File: src/rtl/pipeline_pkg.sv
// Shared types and constants for the 5-stage pipeline hazard controller.
package pipeline_pkg;

  typedef enum logic [1:0] {
    RUN      = 2'd0,
    MEM_WAIT = 2'd1,
    ERR      = 2'd2
  } state_t;

  localparam logic [1:0] FWD_RF  = 2'b00;
  localparam logic [1:0] FWD_EX  = 2'b01;
  localparam logic [1:0] FWD_MEM = 2'b10;
  localparam logic [1:0] FWD_WB  = 2'b11;

  localparam logic [3:0] R15 = 4'hF;

  // Shadow rd is stored zero-extended so the struct is independent of REG_W.
  localparam int RD_W = 8;

  typedef struct packed {
    logic            valid;
    logic            wr;
    logic            load;
    logic [RD_W-1:0] rd;
  } shadow_t;

  typedef struct packed {
    state_t  state;
    shadow_t ex;
    shadow_t mem;
    shadow_t wb;
  } debug_t;

  function automatic logic writes_rf(input shadow_t s);
    return s.valid && s.wr;
  endfunction

endpackage

File: src/rtl/fwd_select.sv
// Operand compare and EX > MEM > WB priority for one ID-stage source register.
import pipeline_pkg::*;

module fwd_select #(
  parameter int REG_W = 4
) (
  input  logic [REG_W-1:0] src,
  input  logic             use_src,
  input  logic [2:0]       wr_ok,
  input  logic [REG_W-1:0] ex_rd,
  input  logic [REG_W-1:0] mem_rd,
  input  logic [REG_W-1:0] wb_rd,
  output logic [1:0]       sel,
  output logic             ex_hit
);

  logic live;
  logic mem_hit;
  logic wb_hit;

  // R15 reads always come from the register file (PC-relative value).
  assign live    = use_src && (src != REG_W'(R15));
  assign ex_hit  = live && wr_ok[2] && (ex_rd == src);
  assign mem_hit = live && wr_ok[1] && (mem_rd == src);
  assign wb_hit  = live && wr_ok[0] && (wb_rd == src);

  always_comb begin
    sel = FWD_RF;
    if (ex_hit)       sel = FWD_EX;
    else if (mem_hit) sel = FWD_MEM;
    else if (wb_hit)  sel = FWD_WB;
  end

endmodule

File: src/rtl/pipeline_hazard_ctrl.sv
// Hazard/sequencing controller: forwarding selects, load-use stall, branch flush
// and memory-wait freeze with a sticky timeout error.
import pipeline_pkg::*;

module pipeline_hazard_ctrl #(
  parameter int REG_W       = 4,
  parameter int MEM_TIMEOUT = 15,
  parameter int CNT_W       = 4
) (
  input  logic             clk,
  input  logic             rst_n,
  input  logic             ID_valid,
  input  logic             ID_RF_instr,
  input  logic             ID_load_instr,
  input  logic [REG_W-1:0] ID_rd,
  input  logic [REG_W-1:0] ID_rn,
  input  logic [REG_W-1:0] ID_rm,
  input  logic             ID_use_rn,
  input  logic             ID_use_rm,
  input  logic             EX_branch_taken,
  input  logic             MEM_ready,
  output logic             PC_en,
  output logic             IFID_en,
  output logic             IFID_flush,
  output logic             IDEX_nop,
  output logic             EXMEM_en,
  output logic             MEMWB_en,
  output logic [1:0]       fwd_a_sel,
  output logic [1:0]       fwd_b_sel,
  output logic             mem_err,
  output debug_t           debug
);

  state_t           state, state_nxt;
  logic [CNT_W-1:0] cnt, cnt_nxt;
  shadow_t          ex_q, mem_q, wb_q, id_s;
  logic [2:0]       wr_ok;
  logic             frozen;
  logic             mem_stall;
  logic             load_use;
  logic             a_ex_hit, b_ex_hit;

  assign id_s  = {ID_valid, ID_RF_instr, ID_load_instr, RD_W'(ID_rd)};
  assign wr_ok = {writes_rf(ex_q), writes_rf(mem_q), writes_rf(wb_q)};

  fwd_select #(.REG_W(REG_W)) u_fwd_a (
    .src    (ID_rn),
    .use_src(ID_use_rn),
    .wr_ok  (wr_ok),
    .ex_rd  (ex_q.rd[REG_W-1:0]),
    .mem_rd (mem_q.rd[REG_W-1:0]),
    .wb_rd  (wb_q.rd[REG_W-1:0]),
    .sel    (fwd_a_sel),
    .ex_hit (a_ex_hit)
  );

  fwd_select #(.REG_W(REG_W)) u_fwd_b (
    .src    (ID_rm),
    .use_src(ID_use_rm),
    .wr_ok  (wr_ok),
    .ex_rd  (ex_q.rd[REG_W-1:0]),
    .mem_rd (mem_q.rd[REG_W-1:0]),
    .wb_rd  (wb_q.rd[REG_W-1:0]),
    .sel    (fwd_b_sel),
    .ex_hit (b_ex_hit)
  );

  // MEM_ready is a completion strobe: a valid MEM op finishes in the cycle it is 1;
  // while it is 0 the op is outstanding and the whole pipeline must hold.
  assign mem_stall = mem_q.valid && !MEM_ready;
  assign load_use  = ID_valid && ex_q.load && (a_ex_hit || b_ex_hit);

  always_comb begin
    state_nxt  = state;
    cnt_nxt    = cnt;
    frozen     = 1'b0;
    PC_en      = 1'b1;
    IFID_en    = 1'b1;
    IFID_flush = 1'b0;
    IDEX_nop   = 1'b0;
    EXMEM_en   = 1'b1;
    MEMWB_en   = 1'b1;

    case (state)
      RUN: begin
        if (mem_stall) begin
          frozen    = 1'b1;
          state_nxt = MEM_WAIT;
          cnt_nxt   = CNT_W'(1);
        end
      end
      MEM_WAIT: begin
        if (MEM_ready) begin
          state_nxt = RUN;
          cnt_nxt   = '0;
        end else begin
          frozen = 1'b1;
          if (cnt == CNT_W'(MEM_TIMEOUT)) state_nxt = ERR;
          else if (cnt != '1)             cnt_nxt   = cnt + CNT_W'(1);
        end
      end
      ERR: frozen = 1'b1;
      default: begin
        state_nxt = RUN;
        cnt_nxt   = '0;
      end
    endcase

    // Freeze beats branch, branch beats load-use (the stalled instruction is squashed).
    if (frozen) begin
      PC_en    = 1'b0;
      IFID_en  = 1'b0;
      EXMEM_en = 1'b0;
      MEMWB_en = 1'b0;
    end else if (EX_branch_taken) begin
      IFID_flush = 1'b1;
      IDEX_nop   = 1'b1;
    end else if (load_use) begin
      PC_en    = 1'b0;
      IFID_en  = 1'b0;
      IDEX_nop = 1'b1;
    end
  end

  always_ff @(posedge clk or negedge rst_n) begin
    if (!rst_n) begin
      state <= RUN;
      cnt   <= '0;
    end else begin
      state <= state_nxt;
      cnt   <= cnt_nxt;
    end
  end

  always_ff @(posedge clk or negedge rst_n) begin
    if (!rst_n) begin
      ex_q  <= '0;
      mem_q <= '0;
      wb_q  <= '0;
    end else if (!frozen) begin
      ex_q  <= IDEX_nop ? shadow_t'('0) : id_s;
      mem_q <= ex_q;
      wb_q  <= mem_q;
    end
  end

  assign mem_err = (state == ERR);
  assign debug   = {state, ex_q, mem_q, wb_q};

endmodule

File: config.mk
export PLATFORM = sky130hd
export DESIGN_NAME = pipeline_hazard_ctrl
export DESIGN_NICKNAME = d
export VERILOG_FILES = /design/src/rtl/pipeline_pkg.sv /design/src/rtl/fwd_select.sv /design/src/rtl/pipeline_hazard_ctrl.sv
export SDC_FILE = /design/constraint.sdc
export NUM_CORES = 1
export LEC_CHECK = 0
export ABC_CLOCK_PERIOD_IN_PS = 2000
export CAP_MARGIN = 0
export CORE_MARGIN = 2
export CORE_UTILIZATION = 27
export CTS_BUF_LIST = sky130_fd_sc_hd__clkbuf_8
export CTS_CLUSTER_DIAMETER = 120
export DETAILED_ROUTE_END_ITERATION = 8
export PLACE_DENSITY = 0.52
export SYNTH_ARGS = -nofsm -noshare
export SYNTH_HDL_FRONTEND = slang
export SYNTH_HIERARCHICAL = 1
export SYNTH_SLANG_ARGS = --single-unit
File: constraint.sdc
create_clock -name clk -period 2 [get_ports clk]
set_input_delay 0.3 -clock clk [delete_from_list [all_inputs] [get_ports clk]]
set_output_delay 0.3 -clock clk [all_outputs]
set_load 0.01 [all_outputs]
==> summary.md, run 1 <==
| Metric | Value |
|---|---|
| Clk root buf | clkbuf_8 |
| Multi-input gate area | 0.00101 sq mm |
| Initial antenna violation count | 0 |
| Worst vdd ir | 0.436 mV |
| Max Slew Vio Count | 0 |
| Hold buffers post-CTS | 0 |
| Core area | 0.00631 sq mm |
| # setup viols final | 3 |
| Worst-path clk slew | 0.10 ns |
| Synth cell count leaders | dfrtp_1, mux2_2, xor2_1, buf_4, nand4_1 |
| Power Total | 2.11 mW |
| Crit path DAT | 1.87 ns |
| Layout Utilization | 42.0% |
| Fraction of layout cells with a size suffix above 1 | 35.2% |
| Setup crit start | debug[23]$_DFFE_PN0N_ |
| Highest clock rate | 461 MHz |
| Detailed placement HPWL | 3.55 mm |
| Critical path type | register to output port |
| Antenna Diode Count | 0 |
| DRT Wirelength | 4.69 mm |
| Fin nets | 273 |
| Setup WS post-layout | -0.171 ns |
| Top_reg_cell synth | dfrtp_1 |
| Top-count cell post-synth | dfrtp_1 |
| CTS tree | built |
| Area grow syn2layout | 51.9% |
| Leak | 1.20 nW |
| 1st-pass router iterations | 4 |
| Post-route antenna net violation count | 0 |
| Critical path launch point type | register |
| Avg WL per Cell | 14.3 um |
| GRT Overall Usage | 13.0% |
| RR Startpoint | debug[23]$_DFFE_PN0N_ |
| Async SR Flop Fraction | 100% |
| Non-filler cells, final | 327 |
| # rows | 29 |
| Storage element area | 676 sq um |
| Max clock buf depth | 2 |
| Top area cells in the synthesized netlist | dfrtp_1, mux2_2, xor2_1 |
| Avg Cell Area, Syn | 10.9 sq um |
| YS warnings | 6 |
| Max Cap Viol | 0 |
| Reg-to-reg endpoint | debug[31]$_DFFE_PN0N_ |
| Die footprint | 0.00712 sq mm |
| Status | finished with violations |
| #FFs+latches synth | 27 |
| Via Count | 1508 |
| Worst hold slack | 0.393 ns |
| HP Class | input port to asynchronous set/reset pin |
| Io pins | 67 |
| Initial core utilization | 27.6% |
| Setup Skew | 0.00234 ns |
| Routability Congestion | 0.786 |
| Top cell type's share of synthesized area | 38.7% |
| CTS sink cnt | 27 |
| Initial drt markers | 37 |
| DRC viols | 0 |
| Final Hold Fails | 0 |
| Die Y | 84.4 um |
| Failing checks | setup timing |
| Placed insts | 314 |
| Worst-skew pair later-pin latency | 0.27 ns |
| Worst reg2reg setup slack | 0.09 ns |
| Number of port buffers | 54 |
| Pwr/cell area | 794 mW/mm^2 |
| First-pass GRT wire length | 7.54 mm |
| Final worst-path cycle share | 109% |
| Mapped Area | 0.00174 sq mm |
| Synth Instances | 160 |
| Tmin final | 2.17 ns |
| CP Max Fanout | 3 |
| Die Width | 84.4 um |
| RSZ-0062 raised after global routing | true |
| Post-synth EDFFs | 0 |
| Worst r2r path cells | 8 |
| Cts bufs inserted | 3 |
| Pin count of the biggest net entering global routing | 28 |
| Synth unique cells | 37 |
| GR Overflow Total | 0 |
| Vias per inst | 4.61 |
| Register area share after synthesis | 38.7% |
| H-tree depth | 1 |
| Worst setup path end | IDEX_nop |
| Crit end category | output port |
| Filler cell count | 646 |
| Vias in the first global route | 1525 |
| Largest area contributor in the netlist | dfrtp_1 |
| Worst path required time | 1.70 ns |
==> layer usage <==
layer | vias to the layer above | part of all wire (%) | GRT usage, %
met5 | - | 0 | 0
met4 | 0 | 0.41 | 1.73
met3 | 2 | 5.9 | 3.05
met2 | 49 | 48 | 21.9
met1 | 733 | 46 | 17.6
li1 | 724 | - | -
==> critical path, cell delays in order (launching register included) <==
cell and delay, ns:
dfrtp_1 0.42, xnor2_1 0.15, nand4_1 0.15, nor4_4 0.26, buf_4 0.15, o211a_1 0.20, nor2_1 0.05, nor2_1 0.08
buf_2 0.13
==> logic make-up (layout without fill, tap and decap cells) <==
| family | after synthesis | in the layout | share of synthesized area [%] |
|---|---|---|---|
| xor gates and xnor gates | 24 | 24 | 12.1 |
| other | 1 | 12 | 0.215 |
| DFF | 27 | 27 | 38.7 |
| and+or+nand+nor | 46 | 46 | 18.4 |
| AOI/OAI and AO/OA | 17 | 17 | 7.53 |
| adders and majority gates | 1 | 1 | 0.717 |
| muxes | 21 | 21 | 13.6 |
| buffers and inverters | 23 | 102 | 8.82 |
==> report_power, final <==
part,internal [mW],total [mW],switching [mW]
registers,0.668,0.808,0.139
logic,0.565,0.977,0.412
clock network,0.140,0.320,0.180
total,1.37,2.11,0.732
==> metrics by stage <==
step / TNS, ns / area (sq um) / setup WS [ns]
2_1_floorplan: 0 / 1790 / 0.0131
3_3_place_gp: -4.93 / 2520 / -0.569
3_5_place_dp: -5.17 / 2520 / -0.582
4_1_cts: -0.340 / 2620 / -0.137
5_1_grt: -0.750 / 2650 / -0.288
6_report: -0.392 / 2650 / -0.171
==> flip-flops by register name, indices dropped and copies added (netlist names) <==
name and cells:
cnt 4, state 2, debug 21
==> area by class of cell <==
cell class	count	share of cell area, %
Multi-Input combinational cell	121	38.2
Timing Repair Buffer	94	30.3
Sequential cell	27	25.5
Tap cell	77	3.64
Clock buffer	3	1.56
Inverter	4	0.567
Clock inverter	1	0.189
==> placed cells by master, fill, tap and decap left out, types with 3 or more instances in the layout <==
| cell type | count |
|---|---|
| buf_4 | 39 |
| clkdlybuf4s50_1 | 37 |
| dfrtp_1 | 27 |
| mux2_2 | 20 |
| xor2_1 | 16 |
| conb_1 | 12 |
| dlygate4sd2_1 | 10 |
| nand4_1 | 9 |
| nor3b_1 | 7 |
| buf_2 | 6 |
| nor2_1 | 5 |
| xnor2_1 | 5 |
| inv_1 | 4 |
| a21oi_1 | 4 |
| and2_1 | 3 |
| nand2_1 | 3 |
| nand3_1 | 3 |
| clkbuf_8 | 3 |
==> worst min path at each step <==
stage                    startpoint                     to  slack [ns]  cells past startpoint
2_1_floorplan                 rst_n     cnt[0]$_DFFE_PN0P_       0.004                      0
3_3_place_gp   debug[8]$_DFFE_PN0N_   debug[8]$_DFFE_PN0N_        0.50                      1
3_5_place_dp   debug[8]$_DFFE_PN0N_   debug[8]$_DFFE_PN0N_        0.50                      1
4_1_cts                       rst_n   debug[8]$_DFFE_PN0N_        0.40                      2
5_1_grt                       rst_n  debug[30]$_DFFE_PN0N_        0.44                      2
6_report                      rst_n   debug[8]$_DFFE_PN0N_        0.39                      2
==> what timing repair did <==
item / in CTS / in global routing
endpoints found under the setup margin: 10 / 15
pin swaps: 7 / 3
resized for setup: 43 / 7
buffers inserted: 10 / 0
(Power assumes the default switching activity.)
==> run 2: changes to the inputs <==
--- a/config.mk
+++ b/config.mk
@@ -7,9 +7,7 @@
 export LEC_CHECK = 0
 export ABC_CLOCK_PERIOD_IN_PS = 2000
 export CAP_MARGIN = 0
-export CORE_MARGIN = 2
 export CORE_UTILIZATION = 27
-export CTS_BUF_LIST = sky130_fd_sc_hd__clkbuf_8
 export CTS_CLUSTER_DIAMETER = 120
 export DETAILED_ROUTE_END_ITERATION = 8
 export PLACE_DENSITY = 0.52
==> run 2 against run 1 <==
Against the previous run:
- the flow still finishes with violations (setup timing)
- maximum frequency grew 4.1%
- flip-flop and latch count stayed put
- largest cell class unchanged
- register-to-register slack better by 0.07 ns
- sequential share of layout area up 0.74 points
- largest power group unchanged
==> summary.md, run 2 (synthesized netlist as in run 1, its figures left out) <==
| Metric | Value |
|---|---|
| Status | finished with violations |
| Failing checks | setup timing |
| Critical path's largest stage delay | 0.43 ns |
| Post-route antenna net violation count | 0 |
| Critical path launch point type | register |
| Cell family with most CP delay | simple AND/OR/NAND/NOR gates |
| HP Class | input port to asynchronous set/reset pin |
| Fin nets | 267 |
| Gate power share | 45.4% |
| Initial drt markers | 28 |
| Final worst-path cycle share | 104% |
| Reg-to-reg endpoint | debug[31]$_DFFE_PN0N_ |
| First-pass GRT wire length | 7.09 mm |
| Crit-path cells | xnor2_1, nand4_1, nor4_4, buf_4, o211a_4, nor2_2, nor2_1, buf_2 |
| RSZ-0062 raised after global routing | true |
| Filler cell count | 610 |
| Die Width | 82.4 um |
| Pin count of the biggest net entering global routing | 28 |
| H-tree depth | 1 |
| Max FFs per register | 21 |
| # setup viols final | 3 |
| Met2 wire length | 1.78 mm |
| Worst path required time | 1.70 ns |
| Die footprint | 0.00679 sq mm |
| CTS sink cnt | 27 |
| Highest Signal Layer | met4 |
| Reg power frac | 39.0% |
| CP Max Fanout | 3 |
| # rows | 28 |
| Critical path type | register to output port |
| Worst r2r path cells | 8 |
| Max Slew Vio Count | 0 |
| Initial core utilization | 28.8% |
| Placed insts | 308 |
| Vias in the first global route | 1413 |
| DRC viols | 0 |
| Via Count | 1440 |
| Worst-path clk slew | 0.10 ns |
| GRT Overall Usage | 13.8% |
| Max clock buf depth | 2 |
| Antenna Diode Count | 0 |
| Clk root buf | clkbuf_8 |
| Buf/Inv on CP | 2 |
| Worst-skew pair later-pin latency | 0.28 ns |
| Final Hold Fails | 0 |
| Pwr/cell area | 793 mW/mm^2 |
| Switching power | 0.703 mW |
| Area grow syn2layout | 47.9% |
| Core area | 0.00606 sq mm |
| Cts bufs inserted | 3 |
| RR Startpoint | debug[23]$_DFFE_PN0N_ |
| Setup crit start | debug[23]$_DFFE_PN0N_ |
| Slowest cell on crit path | dfrtp_1 |
| Met1 Routed Length | 2.27 mm |
| Vias per inst | 4.51 |
| Clk network pwr share | 15.6% |
| Non-filler cells, final | 319 |
| Internal cell power | 1.34 mW |
| Crit end category | output port |
| Die Y | 82.4 um |
| Routability Congestion | 0.808 |
| CTS tree | built |
| Worst hold slack | 0.395 ns |
| GR Overflow Total | 0 |
| Fraction of layout cells with a size suffix above 1 | 33.6% |
| Critical path depth | 8 |
| Leak | 1.17 nW |
| Net Sw Frac | 34.3% |
| Worst reg2reg setup slack | 0.16 ns |
| Setup Skew | 0.00726 ns |
| Detailed placement HPWL | 3.36 mm |
| Worst vdd ir | 0.338 mV |
| Tmin final | 2.09 ns |
| Met3 routed WL | 269 um |
| DRT Wirelength | 4.36 mm |
| Setup WS post-layout | -0.0866 ns |
| Highest clock rate | 479 MHz |
| Max Cap Viol | 0 |
| Leading cell types in the layout, fill and taps excluded | clkdlybuf4s50_1, buf_4, dfrtp_1, mux2_2, xor2_1 |
| Crit path DAT | 1.79 ns |
| Commonest non-fill, non-tap cell in the layout | clkdlybuf4s50_1 |
| Initial antenna violation count | 0 |
| 1st-pass router iterations | 4 |
| Number of port buffers | 54 |
| Worst setup path end | IDEX_nop |
| Avg WL per Cell | 13.7 um |
| Io pins | 67 |
-- run 2: layout make-up --
| class | count | area, sq um | share of cell area [%] |
|---|---|---|---|
| sequential | 27 | 677 | 26.2 |
| inverter | 4 | 15.0 | 0.582 |
| clock buffer | 3 | 41.3 | 1.60 |
| timing repair buffer | 88 | 754 | 29.2 |
| multi-input combinational | 121 | 993 | 38.5 |
| tap | 75 | 93.8 | 3.64 |
| clock inverter | 1 | 5.00 | 0.194 |
-- run 2: worst min-delay path by stage --
stage                       endpoint  slack, ns  depth (start not counted)
6_report       debug[23]$_DFFE_PN0N_       0.39                          2
3_5_place_dp    debug[8]$_DFFE_PN0N_       0.50                          1
2_1_floorplan     cnt[0]$_DFFE_PN0P_      0.004                          0
3_3_place_gp    debug[8]$_DFFE_PN0N_       0.50                          1
5_1_grt        debug[23]$_DFFE_PN0N_       0.42                          2
4_1_cts           cnt[1]$_DFFE_PN0P_       0.40                          2
-- run 2: per-stage QoR --
stage / instance area (sq um) / util (%) / TNS (ns) / total power [mW] / worst slack [ns]
after floorplan: 1790 / - / 0 / 1.27 / 0.0131
after global placement: 2480 / 41.0 / -5.81 / 1.73 / -0.591
after detailed placement: 2480 / 41.0 / -5.84 / 1.74 / -0.620
after CTS: 2550 / 42.1 / -0.398 / 2.07 / -0.174
after global routing: 2580 / 42.6 / -0.716 / 2.20 / -0.254
final: 2580 / 42.6 / -0.148 / 2.05 / -0.0866
-- run 2: routing by layer --
layer	global-route usage, %	vias to the layer above
li1	-	712
met1	20.8	675
met2	20.0	49
met3	2.09	4
met4	3.68	0
met5	0	-
-- run 2: repair_timing --
item	4_1_cts	5_1_grt
resized for setup	43	5
hold buffers	0	0
endpoints found under the setup margin	10	17
pin swaps	8	5
buffers inserted	7	1
-- run 2: power groups by stage --
stage | logic [mW] | registers (mW) | clock network [mW]
2_1_floorplan | 0.424 | 0.850 | 0
3_3_place_gp | 0.925 | 0.809 | 0
3_5_place_dp | 0.927 | 0.810 | 0
4_1_cts | 0.942 | 0.799 | 0.332
5_1_grt | 1.02 | 0.820 | 0.361
6_report | 0.929 | 0.798 | 0.319
==> run 3: changes to the inputs <==
--- a/config.mk
+++ b/config.mk
@@ -7,6 +7,7 @@
 export LEC_CHECK = 0
 export ABC_CLOCK_PERIOD_IN_PS = 2000
 export CAP_MARGIN = 0
+export CORE_MARGIN = 3
 export CORE_UTILIZATION = 27
 export CTS_CLUSTER_DIAMETER = 120
 export DETAILED_ROUTE_END_ITERATION = 8
==> run 3 against run 2 <==
Against the previous run:
- the flow still finishes with violations (setup timing)
- core utilization is 0.59 points lower
- hold slack improved by 0.0069 ns
- worst setup slack improved by 0.019 ns
- non-clock buffer count shrank 2
- first-iteration DRC count rose by 36%
- global-route usage down 1.7 points
- flip-flop and latch count stayed put
- critical path type unchanged
- largest cell class unchanged
- highest routed layer unchanged
==> summary.md, run 3 (synthesized netlist as in run 1, its figures left out) <==
| Metric | Value |
|---|---|
| Via Count | 1460 |
| Vias per inst | 4.61 |
| Die Width | 86.4 um |
| Filler cell count | 612 |
| Leading cell types in the layout, fill and taps excluded | clkdlybuf4s50_1, buf_4, dfrtp_1, mux2_2, xor2_1 |
| Final worst-path cycle share | 103% |
| First-pass GRT wire length | 7.31 mm |
| HP Class | input port to asynchronous set/reset pin |
| CTS sink cnt | 27 |
| Detailed placement HPWL | 3.49 mm |
| Worst-path clk slew | 0.09 ns |
| Setup TNS | -0.0758 ns |
| Post-route antenna net violation count | 0 |
| Critical path launch point type | register |
| Crit end category | output port |
| Crit path DAT | 1.77 ns |
| CP Max Fanout | 3 |
| Storage element area | 677 sq um |
| Initial antenna violation count | 0 |
| Max FFs per register | 21 |
| Max Cap Viol | 0 |
| Tmin final | 2.07 ns |
| Non-filler cells, final | 317 |
| # setup viols final | 3 |
| Initial drt markers | 38 |
| Avg WL per Cell | 14.2 um |
| Hold buffers post-CTS | 0 |
| RSZ-0062 raised after global routing | true |
| Worst path required time | 1.70 ns |
| Worst reg2reg setup slack | 0.18 ns |
| Clk root buf | clkbuf_8 |
| Max Slew Vio Count | 0 |
| Setup Skew | 0.00196 ns |
| Fin nets | 265 |
| 1st-pass router iterations | 5 |
| Multi-input gate area | 990 sq um |
| Worst vdd ir | 0.304 mV |
| Status | finished with violations |
| Core area | 0.00610 sq mm |
| # rows | 28 |
| Worst-skew pair later-pin latency | 0.26 ns |
| Fraction of layout cells with a size suffix above 1 | 32.2% |
| Critical path type | register to output port |
| Cts bufs inserted | 3 |
| Die footprint | 0.00746 sq mm |
| Number of port buffers | 54 |
| H-tree depth | 1 |
| Max clock buf depth | 2 |
| Initial core utilization | 28.6% |
| Leak | 1.15 nW |
| Placed insts | 307 |
| Io pins | 67 |
| GRT Overall Usage | 12.1% |
| Setup WS post-layout | -0.0677 ns |
| DRT Wirelength | 4.49 mm |
| Area grow syn2layout | 46.7% |
| Highest clock rate | 484 MHz |
| GR Overflow Total | 0 |
| CTS tree | built |
| Vias in the first global route | 1461 |
| Failing checks | setup timing |
| Final Hold Fails | 0 |
| Pin count of the biggest net entering global routing | 28 |
| Routability Congestion | 0.750 |
| Power Total | 2.05 mW |
| Worst hold slack | 0.402 ns |
| DRC viols | 0 |
| Pwr/cell area | 803 mW/mm^2 |
| Commonest non-fill, non-tap cell in the layout | clkdlybuf4s50_1 |
| Die Y | 86.4 um |
| Antenna Diode Count | 0 |
run 3: cell count changes in the layout (fill, tap and decap cells not counted), sizes merged:
| cell | before | now |
|---|---|---|
| buf | 41 | 39 |
| clkbuf | 3 | 4 |
| clkdlybuf4s50 | 36 | 38 |
| clkinv | 1 | 0 |
| dlygate4sd2 | 9 | 8 |
| dlymetal6s2s | 2 | 1 |
run 3: per-layer routing:
layer / wire length, um / up-vias / track usage, %
met5: 0 / - / 0
met4: 21 / 0 / 2.97
met3: 272 / 2 / 1.81
met2: 2070 / 47 / 18.8
met1: 2130 / 700 / 17.6
li1: - / 711 / -
run 3: cell type report:
| type | count | area share [%] |
|---|---|---|
| inverters | 4 | 0.587 |
| flip-flops and latches | 27 | 26.5 |
| multi-input cells | 121 | 38.7 |
| repair buffers | 86 | 28.9 |
| clock buffers | 4 | 1.76 |
| well taps | 75 | 3.67 |
run 3: report_power, final:
group	internal (mW)	switching, mW
registers	0.669	0.140
clock network	0.142	0.163
logic	0.544	0.396
run 3: path summary, 6_finish.rpt:
kind,start,to,depth (start not counted)
max,debug[25]$_DFFE_PN0N_,IDEX_nop,7
min,rst_n,cnt[3]$_DFFE_PN0P_,2
max reg2reg,debug[25]$_DFFE_PN0N_,debug[23]$_DFFE_PN0N_,7
min reg2reg,debug[8]$_DFFE_PN0N_,debug[8]$_DFFE_PN0N_,1
max in group asynchronous,rst_n,state[1]$_DFFE_PN0P_,2
min in group clk,debug[8]$_DFFE_PN0N_,debug[8]$_DFFE_PN0N_,1
run 3: through the flow:
step / worst slack (ns) / cell area [sq um] / util (%)
global route: -0.270 / 2560 / 42.0
CTS: -0.173 / 2540 / 41.7
floorplan: 0.0131 / 1790 / -
global placement: -0.603 / 2480 / 40.6
detailed placement: -0.618 / 2480 / 40.6
finish: -0.0677 / 2560 / 42.0
run 3: what timing repair did:
item | CTS | global route
endpoints found under the setup margin | 10 | 17
buffers inserted | 7 | 2
gates cloned | 0 | 0
pin swaps | 8 | 8
resized for setup | 40 | 5
run 3: worst max-delay path, cell delays in order, from the launching register on:
cell,delay (ns)
dfrtp_1,0.42
xor2_1,0.18
nor4_4,0.30
buf_4,0.16
o211a_4,0.18
nor2_2,0.03
nor2_1,0.09
buf_2,0.13
